==> src/rtl/in_fm_fifo_to_tile_buf_pkg.sv <==
// Shared definitions for the in_fm FIFO to input tile buffer loader:
// FSM encoding, default tile geometry and width helpers.
package in_fm_fifo_to_tile_buf_pkg;

  typedef enum logic [1:0] {
    IDLE  = 2'd0,
    RUN   = 2'd1,
    DRAIN = 2'd2,
    DONE  = 2'd3
  } state_t;

  localparam int DEF_TM     = 8;
  localparam int DEF_TR     = 16;
  localparam int DEF_TC     = 8;
  localparam int TILE_WORDS = DEF_TM * DEF_TR * DEF_TC;

  // Ceiling log2, never below 1 so single-entry dimensions still get a bit.
  function automatic int clog2(input int value);
    int r;
    r = 0;
    while ((1 << r) < value) r = r + 1;
    return (r < 1) ? 1 : r;
  endfunction

  function automatic int tile_words(input int tm, input int tr, input int tc);
    return tm * tr * tc;
  endfunction

endpackage

==> src/rtl/in_fm_fifo_to_tile_buf_nest3_counter.sv <==
// Three-level nested index counter (cnt0 fastest). done flags the write
// that wraps the whole index back to zero.
module nest3_counter
  import in_fm_fifo_to_tile_buf_pkg::*;
#(
  parameter int L0 = 8,
  parameter int L1 = 16,
  parameter int L2 = 8,
  parameter int W0 = clog2(L0),
  parameter int W1 = clog2(L1),
  parameter int W2 = clog2(L2)
) (
  input  logic          clk,
  input  logic          rst,
  input  logic          ena,
  input  logic          clean,
  output logic [W0-1:0] cnt0,
  output logic [W1-1:0] cnt1,
  output logic [W2-1:0] cnt2,
  output logic          done
);

  logic last0, last1, last2;

  assign last0 = (cnt0 == W0'(L0 - 1));
  assign last1 = (cnt1 == W1'(L1 - 1));
  assign last2 = (cnt2 == W2'(L2 - 1));
  assign done  = ena && last0 && last1 && last2;

  always_ff @(posedge clk) begin
    if (rst || clean) begin
      cnt0 <= '0;
      cnt1 <= '0;
      cnt2 <= '0;
    end else if (ena) begin
      if (last0) begin
        cnt0 <= '0;
        if (last1) begin
          cnt1 <= '0;
          cnt2 <= last2 ? '0 : cnt2 + 1'b1;
        end else begin
          cnt1 <= cnt1 + 1'b1;
        end
      end else begin
        cnt0 <= cnt0 + 1'b1;
      end
    end
  end

endmodule

==> src/rtl/in_fm_fifo_to_tile_buf.sv <==
// Pops one Tm*Tr*Tc input tile from the in_fm FIFO and scatters it into the
// banked tile buffer (bank = tm, address = tr*Tc+tc), then holds done.
module in_fm_fifo_to_tile_buf
  import in_fm_fifo_to_tile_buf_pkg::*;
#(
  parameter int CW  = 32,
  parameter int DW  = 32,
  parameter int Tm  = 8,
  parameter int Tr  = 16,
  parameter int Tc  = 8,
  parameter int BW  = clog2(Tm),
  parameter int BAW = clog2(Tr * Tc)
) (
  input  logic           clk,
  input  logic           rst,
  input  logic           start,
  input  logic           conv_tile_clean,
  output logic           done,
  output logic           fifo_pop,
  input  logic           fifo_empty,
  input  logic [DW-1:0]  data_from_fifo,
  output logic           buf_wr_ena,
  output logic [BW-1:0]  buf_wr_bank,
  output logic [BAW-1:0] buf_wr_addr,
  output logic [DW-1:0]  buf_wr_data
);

  localparam logic [CW-1:0] TILE_CNT = CW'(tile_words(Tm, Tr, Tc));
  localparam int TCW = clog2(Tc);
  localparam int TRW = clog2(Tr);
  localparam int TMW = clog2(Tm);

  state_t          state;
  logic [CW-1:0]   pop_cnt;
  logic            pop_q;
  logic            rd_valid;
  logic [DW-1:0]   rd_data;
  logic [TCW-1:0]  tc_cnt;
  logic [TRW-1:0]  tr_cnt;
  logic [TMW-1:0]  tm_cnt;
  logic            wr_last;
  logic            start_ok;

  // A start pulse mid-tile must not disturb the counters, so it is qualified.
  assign start_ok = start && ((state == IDLE) || (state == DONE));
  assign fifo_pop = (state == RUN) && !fifo_empty && (pop_cnt < TILE_CNT);

  assign buf_wr_ena  = rd_valid;
  assign buf_wr_data = rd_data;
  assign buf_wr_bank = BW'(tm_cnt);
  assign buf_wr_addr = BAW'(int'(tr_cnt) * Tc + int'(tc_cnt));

  nest3_counter #(
    .L0 (Tc),
    .L1 (Tr),
    .L2 (Tm)
  ) u_wr_index (
    .clk   (clk),
    .rst   (rst),
    .ena   (buf_wr_ena),
    .clean (start_ok),
    .cnt0  (tc_cnt),
    .cnt1  (tr_cnt),
    .cnt2  (tm_cnt),
    .done  (wr_last)
  );

  always_ff @(posedge clk) begin
    if (rst) begin
      state    <= IDLE;
      done     <= 1'b0;
      pop_cnt  <= '0;
      pop_q    <= 1'b0;
      rd_valid <= 1'b0;
      rd_data  <= '0;
    end else begin
      pop_q    <= fifo_pop;
      rd_valid <= pop_q;
      if (pop_q) rd_data <= data_from_fifo;

      if (start_ok)      pop_cnt <= '0;
      else if (fifo_pop) pop_cnt <= pop_cnt + 1'b1;

      // start beats conv_tile_clean when both arrive in DONE.
      case (state)
        IDLE:  if (start) state <= RUN;
        RUN:   if (pop_cnt == TILE_CNT) state <= DRAIN;
        DRAIN: if (wr_last) begin
                 state <= DONE;
                 done  <= 1'b1;
               end
        DONE:  if (start) begin
                 state <= RUN;
                 done  <= 1'b0;
               end else if (conv_tile_clean) begin
                 state <= IDLE;
                 done  <= 1'b0;
               end
        default: state <= IDLE;
      endcase
    end
  end

endmodule

==> config.mk <==
export PLATFORM = sky130hd
export DESIGN_NAME = in_fm_fifo_to_tile_buf
export DESIGN_NICKNAME = d
export VERILOG_FILES = /design/src/rtl/in_fm_fifo_to_tile_buf_pkg.sv /design/src/rtl/in_fm_fifo_to_tile_buf_nest3_counter.sv /design/src/rtl/in_fm_fifo_to_tile_buf.sv
export SDC_FILE = /design/constraint.sdc
export NUM_CORES = 1
export LEC_CHECK = 0
export ABC_CLOCK_PERIOD_IN_PS = 3700
export CAP_MARGIN = 20
export CORE_ASPECT_RATIO = 0.75
export CORE_MARGIN = 4
export CORE_UTILIZATION = 52
export CTS_CLUSTER_DIAMETER = 60
export CTS_CLUSTER_SIZE = 8
export DETAILED_ROUTE_END_ITERATION = 6
export GPL_TIMING_DRIVEN = 0
export PLACE_DENSITY = 0.85
export SETUP_SLACK_MARGIN = 0.05
export SLEW_MARGIN = 15
export SYNTH_ARGS = -nofsm -noshare
export SYNTH_HDL_FRONTEND = slang
export SYNTH_SLANG_ARGS = --single-unit
export TNS_END_PERCENT = 10
==> constraint.sdc <==
create_clock -name clk -period 3.7 [get_ports clk]
set_clock_uncertainty 0.05 [all_clocks]
set_input_delay 0.74 -clock clk [delete_from_list [all_inputs] [get_ports clk]]
set_output_delay 0.74 -clock clk [all_outputs]
set_load 0.02 [all_outputs]
==> summary.md, run 1 <==
| Metric | Value |
|---|---|
| Fraction of layout instances using a drive strength above 1 | approximately 8.3% |
| Starting density of the core | about 54% |
| Total power draw | about 2.1 mW |
| Horizontal die dimension | between 90 and 100 um |
| Psw | about 0.56 mW |
| CTS tree | done |
| Relative slew slack | about 57% |
| Total detailed-routing wirelength | 6.921 mm |
| Hold_sp | pop_cnt[30] |
| Total power density per cell area | 489.2 nW/um2 |
| Proportion of netlist area held by the largest area contributor | about 51% |
| Mean post-synth cell area | between 10 and 15 um2 |
| Worst hold-check path type | reg2reg |
| Synth Area in Compound Gates | approximately 6.7% |
| EDFF count, synth | 0 |
| Tot GR Track Use | 18.91% |
| Number of optimization iterations in the first detailed-route pass | 4 |
| Register area share after synthesis | between 50% and 60% |
| Worst-Margin Slew | between 600 and 700 ps |
| Via count of the first global-routing pass | roughly 2,300 |
| Post-Syn Area | approximately 3100 um2 |
| Worst hold path cell count | 1 |
| Hold Vio Cnt, Final | 0 |
| Maxcap violations | 0 |
| Total placed cells including tap cells | 470 |
| Post-Synth Adder-Cell Area | 4.815% |
| Run status | completed |
| Share of flip-flops with an asynchronous set or reset | 0% |
| Final setup violation count | 0 |
| Number of cells on the critical path | 5 |
| Required time worst endpoint | just under 3000 ps |
| Floorplan die area | around 7300 um2 |
| Antenna Cells | 0 |
| Main synth FF type | sky130_fd_sc_hd__dfxtp_1 |
| Static Leakage | about 1.6 nW |
| Worst VDD drop | approximately 0.33 mV |
| DP HPWL | about 5 mm |
| Cells resized by post-CTS repair | 0 |
| # rows | 24 |
| Routed via count | ~2,500 |
| Maximum number of pins on one net before global-route repair | 15 |
| Classification of the worst setup path | in2out |
| RSZ-0062 raised after global routing | false |
| Relative area change from synthesis to final layout | 36.96% |
| Total grt overflow | 0 |
| Highest net fanout along the worst path | 10 |
| Filler-free cell count of the finished design | roughly 490 |
| Number of distinct library cell variants in the gate-level netlist after synthesis | 40 |
| I/O pin count | 82 |
| Global placer's final weighted congestion | 0.7817 |
| Standard cell with the maximum stage delay on the critical path | sky130_fd_sc_hd__clkdlybuf4s50_1 |
| Count of synthesis-stage warnings from yosys | 0 |
| Synthesized net count | 360 |
| Setup TNS Final | 0 ps |
| Launch point of the worst path | fifo_empty |
| Number of remaining DRC errors | 0 |
| Internal power component | ~1.5 mW |
| Height of the chip | approximately 75 um |
| Category of cells accounting for the largest share of critical-path delay | buffers and inverters |
| Register clock-pin slew on the reported worst setup and hold paths | 70 ps |
| Critical R2R Launch | state[0] |
| Post-route minimum period | 3394 ps |
| Port-buffer cells | 81 |
| Floorplan core area | roughly 5800 um2 |
| Xor/xnor cell area share of the yosys netlist | 0.8427% |
| Commonest non-fill, non-tap cell in the layout | sky130_fd_sc_hd__clkdlybuf4s50_1 |
| Routed Antenna Nets | 0 |
| Num CTS Buffers | 9 |
| Final Util | roughly 73% |
| Clock group share of total power | a little under two fifths |
| Setup crit end kind | output pin |
| Proportion of synthesized area in mux cells | 12.84% |
| Fin. max-slew vios | 0 |
| Data arrival time of the critical path | approximately 2600 ps |
| Maximum clock path buffer count | 2 |
| Global-route wire length before repair | ~11 mm |
| Peak clock frequency supported by timing | about 0.29 GHz |
| Max H-tree Level | 3 |
| Count of buffer and inverter cells on the critical path | 3 |
| Period Utilization, post-route | between 90% and 100% |
| Number of buffers added to fix hold violations after cts | 0 |
| Synthesized-area fraction occupied by and/or/nand/nor cells | just over 20% |
| Number of nets in the layout | between 400 and 500 |
| Synthesis-stage register bit count | about 80 |
| Fraction of power spent switching nets | 27.04% |
| Fraction of power consumed by sequential logic | between 40% and 50% |
| CP Cell Sequence | clkdlybuf4s50_1 > nor3b_1 > nor3b_2 > buf_6 > clkdlybuf4s50_1 |
| Clk_lat worst skew | between 300 and 400 ps |
| Iteration-0 DRC Markers | between 90 and 100 |
| Largest stage delay on the critical path | 620 ps |
| Number of cells traversed by the worst register-to-register path | 7 |
| Final worst setup slack | about 310 ps |
| Sink Count | between 70 and 80 |
| Top cells by area, synth | sky130_fd_sc_hd__dfxtp_1 51%, sky130_fd_sc_hd__mux2i_1 13%, sky130_fd_sc_hd__nor2_1 6.3% |
| DP Worst Slack | 318.2 ps |
| Most used cells in the layout excluding fill and tap cells | 81 x sky130_fd_sc_hd__clkdlybuf4s50_1, 79 x sky130_fd_sc_hd__dfxtp_1, 52 x sky130_fd_sc_hd__nor2_1, 40 x sky130_fd_sc_hd__mux2i_1, 21 x sky130_fd_sc_hd__and2_1 |
| Synthesized instance count | about 310 |
| CTS root buffer | sky130_fd_sc_hd__clkbuf_8 |
| Post-CTS Repair Setup Buffers | 0 |
| Startpoint type of the worst setup path | input port |
| Wire per inst | roughly 14 um |
| Area leader, netlist | sky130_fd_sc_hd__dfxtp_1 |
| Cell mode on critical path | sky130_fd_sc_hd__clkdlybuf4s50_1 |
| Largest family of logic cells by synthesized area | simple AND/OR/NAND/NOR gates |
| Share of power burned in combinational logic | 19.3% |
| Antenna violations before repair | 0 |
| Vias per std cell | 5.148 |
==> registers in the layout, indices dropped and copies added (netlist names) <==
register	count
pop_q	1
u_wr_index.cnt0	3
buf_wr_ena	1
pop_cnt	32
state	2
done	1
u_wr_index.cnt1	4
u_wr_index.cnt2	3
buf_wr_data	32
==> cell families after synthesis <==
family	count (synthesis)
AOI/OAI and AO/OA	32
xor gates and xnor gates	3
adders and majority gates	12
buffers and inverters	26
DFF	79
muxes	40
and+or+nand+nor	119
==> metrics by stage <==
step	instance area [um2]	hold WS [ps]
2_1_floorplan	3118	380.2
3_3_place_gp	4026	393.0
3_5_place_dp	4026	394.7
4_1_cts	4270	418.1
5_1_grt	4270	433.5
6_report	4270	413.8
==> per-layer routing <==
layer	global-route usage (%)	vias up	wire length [um]
li1	-	1240	-
met1	23.53	1185	3116
met2	31.21	66	3354
met3	6.944	11	372
met4	5.991	0	77
met5	0	-	0
==> cells in the mapped netlist, drive strengths merged (2+ instances only) <==
cell type  instances
nor2              52
a21oi             14
and2              23
a211oi             2
a31o               3
nand2             12
o31ai              2
nand4              6
clkbuf             7
xor2               2
o21ai              6
nand2b             2
dfxtp             79
or3                4
ha                12
nor3b              2
nand3              5
nor3               3
buf                7
inv               12
nor4               6
mux2i             40
==> cell type report <==
class / count / area, um2
Buffer: 14 / 65.06
Tap cell: 78 / 97.59
Fill cell: 430 / 1555
Multi-Input combinational cell: 206 / 1426
Clock buffer: 10 / 127.6
Sequential cell: 79 / 1582
Inverter: 12 / 45.04
Timing Repair Buffer: 81 / 810.8
Clock inverter: 6 / 116.4
==> worst paths after layout <==
kind,to,slack (ps)
setup / recovery,fifo_pop,310
hold / removal,pop_cnt[30],410
setup reg to reg,pop_cnt[10],1650
hold reg to reg,pop_cnt[30],410
==> worst register-to-register path: stages, from the launching register on <==
cell and delay [ps]:
sky130_fd_sc_hd__dfxtp_1 370, sky130_fd_sc_hd__inv_1 120, sky130_fd_sc_hd__ha_1 320, sky130_fd_sc_hd__inv_1 50, sky130_fd_sc_hd__a21oi_1 510, sky130_fd_sc_hd__clkbuf_1 340, sky130_fd_sc_hd__nand2_1 130, sky130_fd_sc_hd__o31ai_2 80
==> power groups by stage <==
stage / combinational, mW / sequential (mW) / clock (mW)
floorplan: 0.220 / 0.958 / 0
global placement: 0.387 / 0.929 / 0
detailed placement: 0.400 / 0.931 / 0
CTS: 0.406 / 0.911 / 0.792
global route: 0.443 / 0.916 / 0.832
finish: 0.403 / 0.911 / 0.775
Note: power is estimated with default switching activity, not from simulation.
==> inputs of run 2 (changes only) <==
SKIP_CTS_REPAIR_TIMING = 1   (was default)
==> results of run 2 <==
The final DEF is identical to that of run 1; final timing and power are the same.
